`config.mk`:
```
export PLATFORM = sky130hd
export DESIGN_NAME = serial_config_sequencer
export DESIGN_NICKNAME = d
export VERILOG_FILES = /design/src/rtl/serial_config_sequencer_pkg.sv /design/src/rtl/serial_config_sequencer_sclk_phase_gen.sv /design/src/rtl/serial_config_sequencer.sv
export SDC_FILE = /design/constraint.sdc
export NUM_CORES = 1
export LEC_CHECK = 0
export CAP_MARGIN = 30
export CORE_MARGIN = 2
export CORE_UTILIZATION = 45
export DETAILED_ROUTE_END_ITERATION = 8
export PLACE_DENSITY = 0.72
export RECOVER_POWER = 100
export SLEW_MARGIN = 20
export SYNTH_ARGS = -nofsm -noshare
export SYNTH_HDL_FRONTEND = slang
export SYNTH_HIERARCHICAL = 1
export SYNTH_SLANG_ARGS = --single-unit
export TNS_END_PERCENT = 100
```
`constraint.sdc`:
```
create_clock -name i_clk -period 5.4 [get_ports i_clk]
set_clock_uncertainty 0.05 [all_clocks]
set_input_delay 1.62 -clock i_clk [delete_from_list [all_inputs] [get_ports i_clk]]
set_output_delay 1.62 -clock i_clk [all_outputs]
set_load 0.1 [all_outputs]
```
`src/rtl/serial_config_sequencer_pkg.sv`:
```
// rtl/serial_config_sequencer_pkg.sv - sequencer states, gain/frame widths and frame builder (SER_PARITY_EN)
package serial_cfg_pkg;

  typedef enum logic [2:0] {
    IDLE,
    RST_HOLD,
    WAIT_RDY,
    SHIFT,
    SETTLE,
    MONITOR,
    DONE,
    ERR
  } state_e;

  localparam int GAINA1_W = 3;
  localparam int GAINA2_W = 2;

`ifdef SER_PARITY_EN
  localparam int FRAME_W = 9;
`else
  localparam int FRAME_W = 8;
`endif

  localparam int BIT_IDX_W = $clog2(FRAME_W);

  // Frame is sent MSB-first; the parity bit, when present, goes out last.
  function automatic logic [FRAME_W-1:0] build_frame(input logic [GAINA1_W-1:0] gain_a1,
                                                     input logic [GAINA2_W-1:0] gain_a2);
    logic [7:0] base;
    base = {gain_a1, gain_a2, 3'b000};
`ifdef SER_PARITY_EN
    return {base, ~^base};
`else
    return base;
`endif
  endfunction

endpackage

```
`src/rtl/serial_config_sequencer_sclk_phase_gen.sv`:
```
// rtl/serial_config_sequencer_sclk_phase_gen.sv - sclk divider: rise strobe at end of low phase, bit_done at end of high phase
module sclk_phase_gen #(
  parameter int CLK_DIV = 4
) (
  input  logic i_clk,
  input  logic i_reset,
  input  logic i_en,
  output logic o_rise_en,
  output logic o_bit_done
);

  localparam int HALF  = CLK_DIV / 2;
  localparam int DIV_W = ($clog2(CLK_DIV) > 0) ? $clog2(CLK_DIV) : 1;

  logic [DIV_W-1:0] div_q;
  logic [DIV_W-1:0] div_d;

  assign o_rise_en  = i_en && (div_q == DIV_W'(HALF - 1));
  assign o_bit_done = i_en && (div_q == DIV_W'(CLK_DIV - 1));

  always_comb begin
    div_d = div_q + 1'b1;
    if (!i_en || o_bit_done) begin
      div_d = '0;
    end
  end

  always_ff @(posedge i_clk) begin
    if (i_reset) begin
      div_q <= '0;
    end else begin
      div_q <= div_d;
    end
  end

endmodule

```
`src/rtl/serial_config_sequencer.sv`:
```
// rtl/serial_config_sequencer.sv - backend bring-up: reset hold, ready wait, gain frame shift, VCO1-fast monitor.
// Frame width and odd parity bit selected by SER_PARITY_EN.
module serial_config_sequencer
  import serial_cfg_pkg::*;
#(
  parameter int CLK_DIV    = 4,
  parameter int RST_CYC    = 8,
  parameter int READY_TO   = 64,
  parameter int SETTLE_CYC = 16,
  parameter int MON_CYC    = 32
) (
  input  logic                i_clk,
  input  logic                i_reset,
  input  logic                i_start,
  input  logic [GAINA1_W-1:0] i_cfg_gainA1,
  input  logic [GAINA2_W-1:0] i_cfg_gainA2,
  input  logic                i_ready,
  input  logic                i_vco1_fast,
  output logic                o_resetbAll,
  output logic                o_sclk,
  output logic                o_sdout,
  output logic                o_busy,
  output logic                o_done,
  output logic                o_error,
  output logic                o_vco1_fast_seen
);

  localparam int MAX_A = (RST_CYC > READY_TO) ? RST_CYC : READY_TO;
  localparam int MAX_B = (SETTLE_CYC > MON_CYC) ? SETTLE_CYC : MON_CYC;
  localparam int MAX_P = (MAX_A > MAX_B) ? MAX_A : MAX_B;
  localparam int CNT_W = $clog2(MAX_P) + 1;

  state_e               state_q;
  logic [CNT_W-1:0]     cnt_q;
  logic [CNT_W-1:0]     cnt_inc;
  logic [BIT_IDX_W-1:0] bit_idx_q;
  logic [BIT_IDX_W-1:0] next_idx;
  logic [FRAME_W-1:0]   frame_q;
  logic                 started_q;
  logic                 vco_meta_q;
  logic                 vco_sync_q;
  logic                 rise_en;
  logic                 bit_done;

  assign cnt_inc  = (cnt_q == {CNT_W{1'b1}}) ? cnt_q : cnt_q + 1'b1;
  assign next_idx = bit_idx_q - 1'b1;

  sclk_phase_gen #(
    .CLK_DIV(CLK_DIV)
  ) u_phase (
    .i_clk     (i_clk),
    .i_reset   (i_reset),
    .i_en      (state_q == SHIFT),
    .o_rise_en (rise_en),
    .o_bit_done(bit_done)
  );

  always_ff @(posedge i_clk) begin
    if (i_reset) begin
      state_q          <= IDLE;
      cnt_q            <= '0;
      bit_idx_q        <= '0;
      frame_q          <= '0;
      started_q        <= 1'b0;
      vco_meta_q       <= 1'b0;
      vco_sync_q       <= 1'b0;
      o_resetbAll      <= 1'b0;
      o_sclk           <= 1'b0;
      o_sdout          <= 1'b0;
      o_busy           <= 1'b0;
      o_done           <= 1'b0;
      o_error          <= 1'b0;
      o_vco1_fast_seen <= 1'b0;
    end else begin
      vco_meta_q <= i_vco1_fast;
      vco_sync_q <= vco_meta_q;
      o_done     <= 1'b0;

      case (state_q)
        IDLE: begin
          o_resetbAll <= started_q;
          if (i_start) begin
            state_q          <= RST_HOLD;
            cnt_q            <= '0;
            frame_q          <= build_frame(i_cfg_gainA1, i_cfg_gainA2);
            started_q        <= 1'b1;
            o_resetbAll      <= 1'b0;
            o_busy           <= 1'b1;
            o_error          <= 1'b0;
            o_vco1_fast_seen <= 1'b0;
          end
        end

        RST_HOLD: begin
          if (cnt_q == CNT_W'(RST_CYC - 1)) begin
            state_q     <= WAIT_RDY;
            cnt_q       <= '0;
            o_resetbAll <= 1'b1;
          end else begin
            cnt_q <= cnt_inc;
          end
        end

        // Ready is checked before the timeout so a late-but-present ready still proceeds.
        WAIT_RDY: begin
          if (i_ready) begin
            state_q   <= SHIFT;
            bit_idx_q <= BIT_IDX_W'(FRAME_W - 1);
            o_sdout   <= frame_q[FRAME_W-1];
            o_sclk    <= 1'b0;
          end else if (cnt_q == CNT_W'(READY_TO - 1)) begin
            state_q <= ERR;
            o_error <= 1'b1;
            o_busy  <= 1'b0;
          end else begin
            cnt_q <= cnt_inc;
          end
        end

        SHIFT: begin
          if (!i_ready) begin
            state_q <= ERR;
            o_sclk  <= 1'b0;
            o_sdout <= 1'b0;
            o_error <= 1'b1;
            o_busy  <= 1'b0;
          end else if (bit_done) begin
            o_sclk <= 1'b0;
            if (bit_idx_q == '0) begin
              state_q <= SETTLE;
              cnt_q   <= '0;
              o_sdout <= 1'b0;
            end else begin
              bit_idx_q <= next_idx;
              o_sdout   <= frame_q[next_idx];
            end
          end else if (rise_en) begin
            o_sclk <= 1'b1;
          end
        end

        SETTLE: begin
          if (cnt_q == CNT_W'(SETTLE_CYC - 1)) begin
            state_q <= MONITOR;
            cnt_q   <= '0;
          end else begin
            cnt_q <= cnt_inc;
          end
        end

        MONITOR: begin
          o_vco1_fast_seen <= o_vco1_fast_seen | vco_sync_q;
          if (cnt_q == CNT_W'(MON_CYC - 1)) begin
            state_q <= DONE;
            o_done  <= 1'b1;
            o_busy  <= 1'b0;
          end else begin
            cnt_q <= cnt_inc;
          end
        end

        DONE: begin
          state_q <= IDLE;
        end

        ERR: begin
          state_q <= IDLE;
          o_sclk  <= 1'b0;
          o_sdout <= 1'b0;
        end

        default: begin
          state_q <= IDLE;
        end
      endcase
    end
  end

endmodule

```
== After elaboration in Yosys (flattened, before gate mapping) ==
Index checks and enable logic that the tools add are counted.

* Register bits after elaboration: 30
* Input bits: 10
* Output and inout port bits: 7
* Logic and storage cells: 133

* Add/subtract/negate cells: 3
* Magnitude comparators: 1
* Eq/ne operators: 32
* Mux-type cells: 54
* Bitwise operators: 2
* Reduce and logical (&&, ||, !) cells: 26

{| class="wikitable"
|+ Operators by type and width
! cell !! count
|-
| 2-to-1 mux 7 bit || 10
|-
| case mux 7 bit (6 select lines) || 1
|-
| 2-to-1 mux 3 bit || 13
|-
| != test 2 bit, second input constant || 14
|-
| 2-to-1 mux 1 bit || 21
|-
| case mux 3 bit (7 select lines) || 1
|-
| equality test 3 bit, second input constant || 4
|-
| AND reduction 5 bit || 2
|-
| != test 3 bit, second input constant || 3
|-
| case mux 1 bit (3 select lines) || 3
|-
| AND reduction 8 bit || 1
|-
| adder 7 x 1 -> 7 bit, second input constant || 1
|-
| equality test 7 x 3 -> 1 bit, second input constant || 1
|-
| equality test 7 x 4 -> 1 bit, second input constant || 1
|-
| equality test 7 x 5 -> 1 bit, second input constant || 1
|-
| equality test 7 x 6 -> 1 bit, second input constant || 1
|-
| equality test 7 bit, second input constant || 1
|-
| AND reduction 7 bit || 1
|-
| equality test 3 x 2 -> 1 bit, second input constant || 2
|-
| logical NOT 3 bit || 2
|-
| case mux 3 bit (2 select lines) || 1
|-
| AND reduction 2 bit || 3
|-
| AND reduction 3 bit || 2
|-
| AND reduction 6 bit || 1
|-
| other kinds (20) || 27
|}

== Logic depth before layout (Yosys ltp) ==
Gate-level depths: netlist (run 1).

* Depth in word-level cells: 7
* Depth in mapped cells: 9
* Gate-level depth less buffers: 8

== Cells and area by module ==
Netlist (run 1), hierarchy kept.

{| class="wikitable"
|+ By module, submodules not included
! module !! times used !! cells each !! area an instance (um^2) !! seq. area each (um^2)
|-
| serial_config_sequencer || 1 || 187 || 1706.6 || 560.5
|-
| sclk_phase_gen || 1 || 9 || 100.1 || 40.0
|}

== Worst setup path before layout (run 1) ==
No wires, ideal clock.

* Path type: input port to flip-flop
* Start: input i_ready
* End: register cnt_q[1]
* Library setup time: 0.092 ns
* Data arrival time: 2.718 ns
* Required time: 5.258 ns
* Path slack: 2.539 ns
* Stages on the path: 6
* Path buffers: 1
* Path through: buf_6 > nand2b_4 > nand2b_1 > a41oi_2 > nand3_1 > o32ai_1

* Word-level cells in the longest chain between the ends: 2
* Elaborated cells on any way between the ends: 3
* Those cells by class: eq/ne: 2; reduce/logical: 1

{| class="wikitable"
|+ RTL lines
! what !! line !! text
|-
| start, declared || serial_config_sequencer.sv:17 || <nowiki>input logic i_ready,</nowiki>
|-
| != test 2 bit (no source line) || n/a ||
|-
| AND reduction 8 bit (no source line) * || n/a ||
|-
| end signal, assigned || serial_config_sequencer.sv:100 || <nowiki>cnt_q <= cnt_inc;</nowiki>
|-
| end signal, assigned || serial_config_sequencer.sv:116 || <nowiki>cnt_q <= cnt_inc;</nowiki>
|-
| end signal, assigned || serial_config_sequencer.sv:147 || <nowiki>cnt_q <= cnt_inc;</nowiki>
|-
| end, declared || serial_config_sequencer.sv:34 || <nowiki>logic [CNT_W-1:0] cnt_q;</nowiki>
|}

Every way passes the cells marked *; elsewhere a longest branch is shown, timed or not.
A chain may end at the register's enable or synchronous reset.

== Worst setup path after layout (run 1) ==
Same ends and word-level chain as after synthesis.

==> results.json, run 1 <==
{
  "cts_sinks": 30,
  "r2r_slack_ns": 2.43,
  "first_iter_violations": 50,
  "grt_pass1_wl_um": 6617,
  "avgSynthCellArea_um2": 9.218,
  "synthFlopType": "dfxtp_1",
  "r2r_end": "cnt_q[1]$_SDFFE_PP0P_",
  "syn_nets": 211,
  "finalCritPeriodShare": 0.6755,
  "synth_top_area_frac": 0.3324,
  "clk_pin_slew_ns": 0.07,
  "critical_path.slowest_cell": "dlygate4sd3_1",
  "dieArea_mm2": 0.004538,
  "power.leakage_nw": 0.7082,
  "firstDrtPassIters": 4,
  "rows": 23,
  "max_stage_delay_ns": 0.74,
  "cp.arrival_ns": 3.79,
  "setup_violations": 0,
  "clockBufferDepth": 2,
  "initial_core_util": 0.4583,
  "drc": 0,
  "synth_top_cells_by_count": "30 x dfxtp_1, 16 x nor2_1, 14 x nand2_1",
  "grt_overflow": 0,
  "r2r-start": "state_q[1]$_SDFFE_PP0P_",
  "die-height_um": 67.37,
  "timing.setup.tns_ns": 0,
  "critical_path.top_delay_family": "compound AO/OA/AOI/OAI gates",
  "fmax_ghz": 0.2742,
  "startpoint_type": "primary input",
  "area_growth_pct": 13.02,
  "dp_hpwl_um": 2733,
  "slew_violations": 0,
  "wl_per_cell_um": 15.06,
  "netSwitchingFraction": 0.2448,
  "synthCells": 196,
  "grt_max_degree": 22,
  "status": "finished, final reports clean",
  "layout_min_cycle_time_ns": 3.648,
  "holdPathStages": 1,
  "syn_area_mm2": 0.001807,
  "pwr-share-seq": 0.456,
  "async_flop_share": 0,
  "power.internal_mw": 0.3854,
  "vias": 1523,
  "ys_seq_area_frac": 0.3324,
  "ant_nets": 0,
  "cts_tree": "done",
  "synth_seq_cells": 30,
  "grt.total_usage": 0.1942,
  "combPwrFrac": 0.098,
  "pwr-share-clk": 0.446,
  "drv_cap": 0,
  "ctsResizeCount": 0,
  "postCtsSetupRepairBufs": 0,
  "critPathKind": "primary input to flip-flop",
  "cts_hold_buf": 0,
  "io_pins": 17,
  "endpoint_kind": "flip-flop",
  "vias_per_cell": 5.835,
  "worstHoldPathType": "flip-flop to flip-flop",
  "gp_congestion": 0.8519,
  "die_x_um": 67.37,
  "rsz0062_at_grt": "no",
  "numPortBuffers": 16,
  "wl_um": 3930,
  "relSlewSlack": 0.1673,
  "worstMarginPinSlew_ns": 1.240,
  "core_mm2": 0.003943,
  "crit_required_ns": 5.55,
  "h-tree-depth": 2,
  "synth_edf_count": 0,
  "crit_chain": "dlygate4sd3_1, and2_1, o21ai_0, a41oi_1, nand3_1, o32ai_1",
  "power.density_mw_per_mm2": 249.9,
  "p_sw_mw": 0.1249,
  "clkLatencyLatePin_ns": 0.29,
  "fin_nets": 225,
  "crit_buf_inv": 1,
  "netlist-cell-type-count": 66,
  "cts-root-buf": "clkbuf_8",
  "grt_pass1_vias": 1423,
  "hold_path_startpoint": "vco_meta_q$_SDFF_PP0_",
  "r2r_cells": 8,
  "synth_most_common_cell": "dfxtp_1",
  "fin_util": 0.5179,
  "synth_area_leaders": "dfxtp_1 33%, ha_1 3.5%, nor2_1 3.3%",
  "drive_above_1_share": 0.1327,
  "min_to": "vco_sync_q$_SDFF_PP0_",
  "vdd_drop_max_uv": 172.1,
  "antenna_found_initial": 0,
  "yosys.area.top_type": "dfxtp_1",
  "finalHoldViolations": 0,
  "cts_buffers": 5,
  "critPathMaxFanout": 10,
  "fin_total_pwr_mw": 0.5103,
  "diodes": 0,
  "ys_warn_count": 6
}
-- metal layers --
metal / part of all wire / GRT usage / vias to the layer above
li1: - / - / 762
met1: 0.50 / 0.2662 / 710
met2: 0.44 / 0.2946 / 43
met3: 0.046 / 0.04333 / 8
met4: 0.017 / 0.07908 / 0
met5: 0 / 0 / -
-- power groups by stage --
| stage | Combinational, mW | Sequential [mW] | Clock (mW) |
|---|---|---|---|
| after global placement | 0.0519 | 0.238 | 0 |
| after global routing | 0.0548 | 0.233 | 0.244 |
| after CTS | 0.0524 | 0.233 | 0.231 |
| after floorplan | 0.0367 | 0.240 | 0 |
| final | 0.0502 | 0.233 | 0.228 |
| after detailed placement | 0.0520 | 0.238 | 0 |
-- registers in the layout, indices dropped and copies added, names as in the netlist --
register,count
bit_idx_q,3
cnt_q,7
frame_q,5
o_busy,1
o_done,1
o_error,1
o_resetbAll,1
o_sclk,1
o_sdout,1
o_vco1_fast_seen,1
started_q,1
state_q,3
u_phase/div_q,2
vco_meta_q,1
vco_sync_q,1
-- cell families (layout without fill, tap and decap cells) --
| family | count (synthesis) | count (layout) | share of synthesized area |
|---|---|---|---|
| and+or+nand+nor | 81 | 81 | 0.2805 |
| AOI/OAI and AO/OA | 51 | 51 | 0.2466 |
| DFF | 30 | 30 | 0.3324 |
| buffers and inverters | 22 | 37 | 0.06094 |
| muxes | 6 | 6 | 0.04017 |
| adders and majority gates | 5 | 5 | 0.03463 |
| xor gates and xnor gates | 1 | 1 | 0.004849 |
-- placed cells by master, fill, tap and decap left out, drive strengths merged, types with 4 or more instances in the layout --
master          n
dfxtp          30
nor2           16
nand2          14
inv            12
dlygate4sd3    10
o21ai           7
nor3            7
and2            7
clkbuf          7
nor2b           6
a21oi           6
clkdlybuf4s50   6
a211oi          6
mux2i           5
ha              5
nand2b          5
nand3           4
a221oi          4
-- cell type report --
class | count | area (um2)
well taps | 50 | 62.56
clock inverters | 2 | 37.54
clock buffers | 6 | 72.57
multi-input cells | 144 | 1060
fillers | 366 | 1901
flip-flops and latches | 30 | 600.6
inverters | 12 | 45.04
repair buffers | 17 | 163.9
-- stage by stage --
stage	setup slack (ns)	instance area [um2]	std cells	hold WS, ns
global route	1.658	2042	261	0.3998
floorplan	2.539	1807	196	0.3638
CTS	1.953	2082	261	0.3957
detailed placement	1.778	1972	253	0.3797
global placement	1.811	1972	253	0.3688
finish	1.752	2042	261	0.3890
-- worst max-delay path by stage --
stage / from / endpoint / slack [ns] / depth (start not counted)
6_report: i_ready / cnt_q[1]$_SDFFE_PP0P_ / 1.75 / 6
3_5_place_dp: i_ready / cnt_q[0]$_SDFFE_PP0P_ / 1.78 / 6
3_3_place_gp: i_ready / cnt_q[1]$_SDFFE_PP0P_ / 1.81 / 6
4_1_cts: o_resetbAll$_SDFFE_PP0P_ / o_resetbAll / 1.95 / 1
5_1_grt: i_ready / cnt_q[1]$_SDFFE_PP0P_ / 1.66 / 6
2_1_floorplan: i_ready / cnt_q[1]$_SDFFE_PP0P_ / 2.54 / 6
No activity file was read; power rests on OpenSTA's default activity.
==> run 2: changes to the inputs <==
==> constraint.sdc (replaced) <==
create_clock -name i_clk -period 3.4 [get_ports i_clk]
set_clock_uncertainty 0.05 [all_clocks]
set_input_delay 1.02 -clock i_clk [delete_from_list [all_inputs] [get_ports i_clk]]
set_output_delay 1.02 -clock i_clk [all_outputs]
set_load 0.1 [all_outputs]
==> run 2 against run 1 <==
Power grew 45%. Die area is the same. Sequential cell count is the same. Critical path type unchanged.
==> results.json, run 2 (synthesis gave the netlist of run 1 again) <==
{
  "grt_pass1_vias": 1372,
  "grt_max_degree": 18,
  "dp_hpwl_um": 2672,
  "ant_nets": 0,
  "worstHoldPathType": "flip-flop to flip-flop",
  "final_cell_mix": "30 x dfxtp_1, 16 x nor2_1, 14 x nand2_1",
  "mostFrequentLayoutCell": "dfxtp_1",
  "r2r_end": "cnt_q[3]$_SDFFE_PP0P_",
  "cts_tree": "done",
  "firstDrtPassIters": 4,
  "fin_util": 0.5090,
  "fin_nets": 229,
  "numPortBuffers": 16,
  "antenna_found_initial": 0,
  "worstMarginPinSlew_ns": 1.270,
  "rsz0062_at_grt": "no",
  "drc": 0,
  "postCtsSetupRepairBufs": 0,
  "fillers": 379,
  "relSlewSlack": 0.1471,
  "cp.arrival_ns": 3.07,
  "vias_per_cell": 5.623,
  "cts_sinks": 30,
  "fmax_ghz": 0.3361,
  "slew_violations": 0,
  "area_growth_pct": 11.08,
  "dieArea_mm2": 0.004538,
  "grt_overflow": 0,
  "top_register": "cnt_q",
  "critical_path.slowest_cell": "nor3_1",
  "grt.total_usage": 0.1863,
  "cts-root-buf": "clkbuf_8",
  "gp_congestion": 0.8822,
  "diodes": 0,
  "holdPathStages": 1,
  "r2r-start": "state_q[2]$_SDFFE_PP0P_",
  "cts_hold_buf": 0,
  "clkLatencyLatePin_ns": 0.28,
  "core_mm2": 0.003943,
  "wl_um": 3729,
  "vdd_drop_max_uv": 261.0,
  "drive_above_1_share": 0.1442,
  "h-tree-depth": 2,
  "largest_register_ff_count": 7,
  "wl_per_cell_um": 14.07,
  "critPathKind": "primary input to flip-flop",
  "drv_cap": 0,
  "max_stage_delay_ns": 0.98,
  "first_iter_violations": 43,
  "min_to": "vco_sync_q$_SDFF_PP0_",
  "r2r_slack_ns": 0.91,
  "power.density_mw_per_mm2": 367.7,
  "io_pins": 17,
  "pre_cts_slack_ns": 0.3887,
  "power.leakage_nw": 0.6697,
  "crit_chain": "dlygate4sd3_1, nand2_1, nor3_1, mux2i_1, nor2_1",
  "layout_min_cycle_time_ns": 2.975,
  "endpoint_kind": "flip-flop",
  "critPathMaxFanout": 8,
  "fin_ws_ns": 0.4251,
  "startpoint_type": "primary input",
  "clockBufferDepth": 2,
  "setup_violations": 0,
  "hold_path_startpoint": "vco_meta_q$_SDFF_PP0_",
  "place_inst": 257,
  "finalHoldViolations": 0,
  "clk_pin_slew_ns": 0.07,
  "initial_core_util": 0.4583,
  "r2r_cells": 8,
  "ctsResizeCount": 0,
  "status": "finished, final reports clean",
  "cts_buffers": 5,
  "grt_pass1_wl_um": 6479,
  "rows": 23,
  "die_x_um": 67.37,
  "fin_cells": 265,
  "vias": 1490,
  "die-height_um": 67.37,
  "finalCritPeriodShare": 0.8750,
  "crit_required_ns": 3.50,
  "timing.setup.tns_ns": 0,
  "reg.largest.list": "cnt_q (7), frame_q (5)"
}
==> run 2: cell count changes in the layout (fill, tap and decap cells not counted), sizes merged <==
cell         change
buf              +2
dlygate4sd3      -7
clkinv           +2
clkbuf           +8
bufinv           -1
==> run 2: worst max path at each step <==
stage	endpoint	from	cells after the start	slack, ns
2_1_floorplan	cnt_q[1]$_SDFFE_PP0P_	i_ready	6	1.14
3_3_place_gp	cnt_q[1]$_SDFFE_PP0P_	i_ready	6	0.45
3_5_place_dp	cnt_q[1]$_SDFFE_PP0P_	i_ready	6	0.39
4_1_cts	cnt_q[1]$_SDFFE_PP0P_	i_ready	6	0.68
5_1_grt	frame_q[5]$_SDFFE_PP0P_	i_start	5	0.30
6_report	frame_q[7]$_SDFFE_PP0P_	i_start	5	0.43
==> run 2: through the flow <==
step | total power, mW | hold slack [ns] | cell area (um2)
6_report | 0.7379 | 0.3886 | 2007
2_1_floorplan | 0.4398 | 0.3638 | 1807
4_1_cts | 0.7503 | 0.3923 | 2074
3_5_place_dp | 0.4621 | 0.3753 | 1984
3_3_place_gp | 0.4615 | 0.3661 | 1984
5_1_grt | 0.7675 | 0.4065 | 2007
==> run 2: report_power, final <==
| part | switching, mW | internal (mW) | leakage [nW] | total, mW |
|---|---|---|---|---|
| Combinational | 0.0503 | 0.0336 | 0.382 | 0.0839 |
| Sequential | 0.00490 | 0.360 | 0.244 | 0.365 |
| Clock | 0.145 | 0.143 | 0.0441 | 0.289 |
| Total | 0.200 | 0.537 | 0.670 | 0.738 |
==> run 2: layout make-up <==
cell class / instances / area [um2] / share of cell area
timing repair buffer: 21 / 142.6 / 0.07107
tap: 50 / 62.56 / 0.03117
sequential: 30 / 600.6 / 0.2993
clock inverter: 3 / 21.27 / 0.01060
inverter: 12 / 45.04 / 0.02244
multi-input combinational: 144 / 1066 / 0.5312
clock buffer: 5 / 68.82 / 0.03429
==> run 2: routing by layer <==
layer  vias up  track usage  wire, um
met5         -            0         0
met4         0      0.06633        67
met3         9      0.04167       171
met2        36       0.2772      1655
met1       679       0.2636      1835
li1        766            -         -
==> run 2: critical path: cells and delay by family <==
kind,cells,cell delay [ns]
simple gates,3,1.18
buf+inv,1,0.59
mux,1,0.28
==> run 3: changes to the inputs <==
--- a/config.mk
+++ b/config.mk
@@ -9,9 +9,9 @@
 export CORE_MARGIN = 2
 export CORE_UTILIZATION = 45
 export DETAILED_ROUTE_END_ITERATION = 8
-export PLACE_DENSITY = 0.72
+export DONT_BUFFER_PORTS = 1
+export PLACE_DENSITY = 0.67
 export RECOVER_POWER = 100
-export SLEW_MARGIN = 20
 export SYNTH_ARGS = -nofsm -noshare
 export SYNTH_HDL_FRONTEND = slang
 export SYNTH_HIERARCHICAL = 1
==> run 3 against run 2 <==
Utilization is 3.6 points lower. Largest cell class unchanged. Global-route usage is 0.38 points higher. First-iteration DRC count is 47% higher. Final area is 7.0% lower.
==> results.json, run 3 (synthesis gave the netlist of run 1 again) <==
{
  "status": "finished, final reports clean",
  "relSlewSlack": 0.1298,
  "critPathMaxFanout": 18,
  "timing.critical_path.to": "state_q[1]$_SDFFE_PP0P_",
  "critPathKind": "flip-flop to flip-flop",
  "core_mm2": 0.003943,
  "largest_register_ff_count": 7,
  "rsz0062_at_grt": "no",
  "clkLatencyLatePin_ns": 0.28,
  "power.leakage_nw": 0.6273,
  "r2r_cells": 8,
  "grt.total_usage": 0.1902,
  "critPathLaunch": "state_q[1]$_SDFFE_PP0P_",
  "drive_above_1_share": 0.1429,
  "startpoint_type": "flip-flop",
  "area_growth_pct": 3.255,
  "reg.largest.list": "cnt_q (7), frame_q (5)",
  "r2r-start": "state_q[1]$_SDFFE_PP0P_",
  "cts-root-buf": "clkbuf_8",
  "io_pins": 17,
  "grt_max_degree": 30,
  "cts_hold_buf": 0,
  "initial_core_util": 0.4583,
  "seq_area_um2": 600.6,
  "drv_cap": 0,
  "fin_nets": 210,
  "mostFrequentLayoutCell": "dfxtp_1",
  "diodes": 0,
  "cts_buffers": 5,
  "setup_violations": 0,
  "endpoint_kind": "flip-flop",
  "vias_per_cell": 5.951,
  "clockBufferDepth": 2,
  "ant_nets": 0,
  "cts_tree": "done",
  "wl_per_cell_um": 15.73,
  "critical_path.slowest_cell": "dfxtp_1",
  "antenna_found_initial": 0,
  "vias": 1464,
  "gp_congestion": 0.8496,
  "numPortBuffers": 0,
  "postCtsSetupRepairBufs": 0,
  "rows": 23,
  "layout_min_cycle_time_ns": 2.760,
  "max_stage_delay_ns": 0.74,
  "drc": 0,
  "final_cell_mix": "30 x dfxtp_1, 16 x nor2_1, 14 x nand2_1",
  "finalHoldViolations": 0,
  "first_iter_violations": 63,
  "die-height_um": 67.37,
  "die_x_um": 67.37,
  "vdd_drop_max_uv": 284.0,
  "wl_um": 3870,
  "dp_hpwl_um": 2689,
  "r2r_slack_ns": 0.64,
  "cts_sinks": 30,
  "timing.setup.tns_ns": 0,
  "firstDrtPassIters": 4,
  "fmax_ghz": 0.3623,
  "clk_pin_slew_ns": 0.06,
  "power.density_mw_per_mm2": 391.7,
  "r2r_end": "state_q[1]$_SDFFE_PP0P_",
  "multi_input_area_mm2": 0.001051,
  "dieArea_mm2": 0.004538,
  "top_register": "cnt_q",
  "worstHoldPathType": "flip-flop to flip-flop",
  "hold_ws_ns": 0.3953,
  "h-tree-depth": 2,
  "ctsResizeCount": 0,
  "grt_pass1_vias": 1351,
  "grt_overflow": 0,
  "worstMarginPinSlew_ns": 1.295,
  "grt_pass1_wl_um": 6506,
  "fin_util": 0.4732,
  "crit_required_ns": 3.53,
  "slew_violations": 0,
  "fillers": 378,
  "crit_chain": "nand2b_1, nor2_1, and2_0, nand4b_1, a21oi_1, nor3b_1, a21bo_1, a32o_2",
  "cp.arrival_ns": 2.89,
  "finalCritPeriodShare": 0.8118
}
[run 3: cell count changes in the layout (fill, tap and decap cells not counted), moves of 2 or more]
cell | previous run | this run
clkbuf_1 | 10 | 1
clkdlybuf4s50_1 | 6 | 0
dlygate4sd3_1 | 3 | 0
and2_0 | 0 | 2
[run 3: power breakdown]
group / switching (mW) / internal (mW) / leakage [nW]
Combinational: 0.0322 / 0.0247 / 0.335
Sequential: 0.0147 / 0.361 / 0.244
Clock: 0.136 / 0.163 / 0.0482
[run 3: per-layer routing]
metal / vias up / GRT usage / wire length, um / share of wire
met5: - / 0 / 0 / 0
met1: 687 / 0.2701 / 1844 / 0.48
li1: 729 / - / - / -
met4: 0 / 0.08673 / 57 / 0.015
met2: 42 / 0.2661 / 1746 / 0.45
met3: 6 / 0.05167 / 221 / 0.057
[run 3: worst min path at each step]
stage	to	from	depth (start not counted)
after floorplan	vco_sync_q$_SDFF_PP0_	vco_meta_q$_SDFF_PP0_	1
after global placement	vco_sync_q$_SDFF_PP0_	vco_meta_q$_SDFF_PP0_	1
after detailed placement	vco_sync_q$_SDFF_PP0_	vco_meta_q$_SDFF_PP0_	1
after CTS	vco_sync_q$_SDFF_PP0_	vco_meta_q$_SDFF_PP0_	1
after global routing	vco_sync_q$_SDFF_PP0_	vco_meta_q$_SDFF_PP0_	1
final	vco_sync_q$_SDFF_PP0_	vco_meta_q$_SDFF_PP0_	1
[run 3: through the flow]
stage,power (mW),area [um2],instances,worst slack (ns)
final,0.7307,1866,246,0.6398
after global routing,0.7566,1866,246,0.3827
after CTS,0.7375,1911,246,0.7844
after detailed placement,0.4411,1819,238,0.8154
after global placement,0.4408,1819,238,0.8777
after floorplan,0.4398,1807,196,1.139
[run 3: critical path: cells and delay by family, from the launching register on]
kind / cells / cell delay (ns)
AO/OA/AOI/OAI: 3 / 0.60
flip-flops: 1 / 0.74
AND/OR/NAND/NOR: 5 / 1.27
[run 3: layout make-up]
type | instances | share of cell area
Clock buffer | 7 | 0.04628
Clock inverter | 1 | 0.002683
Sequential cell | 30 | 0.3219
Multi-Input combinational cell | 144 | 0.5634
Tap cell | 50 | 0.03353
Timing Repair Buffer | 2 | 0.008048
Inverter | 12 | 0.02414
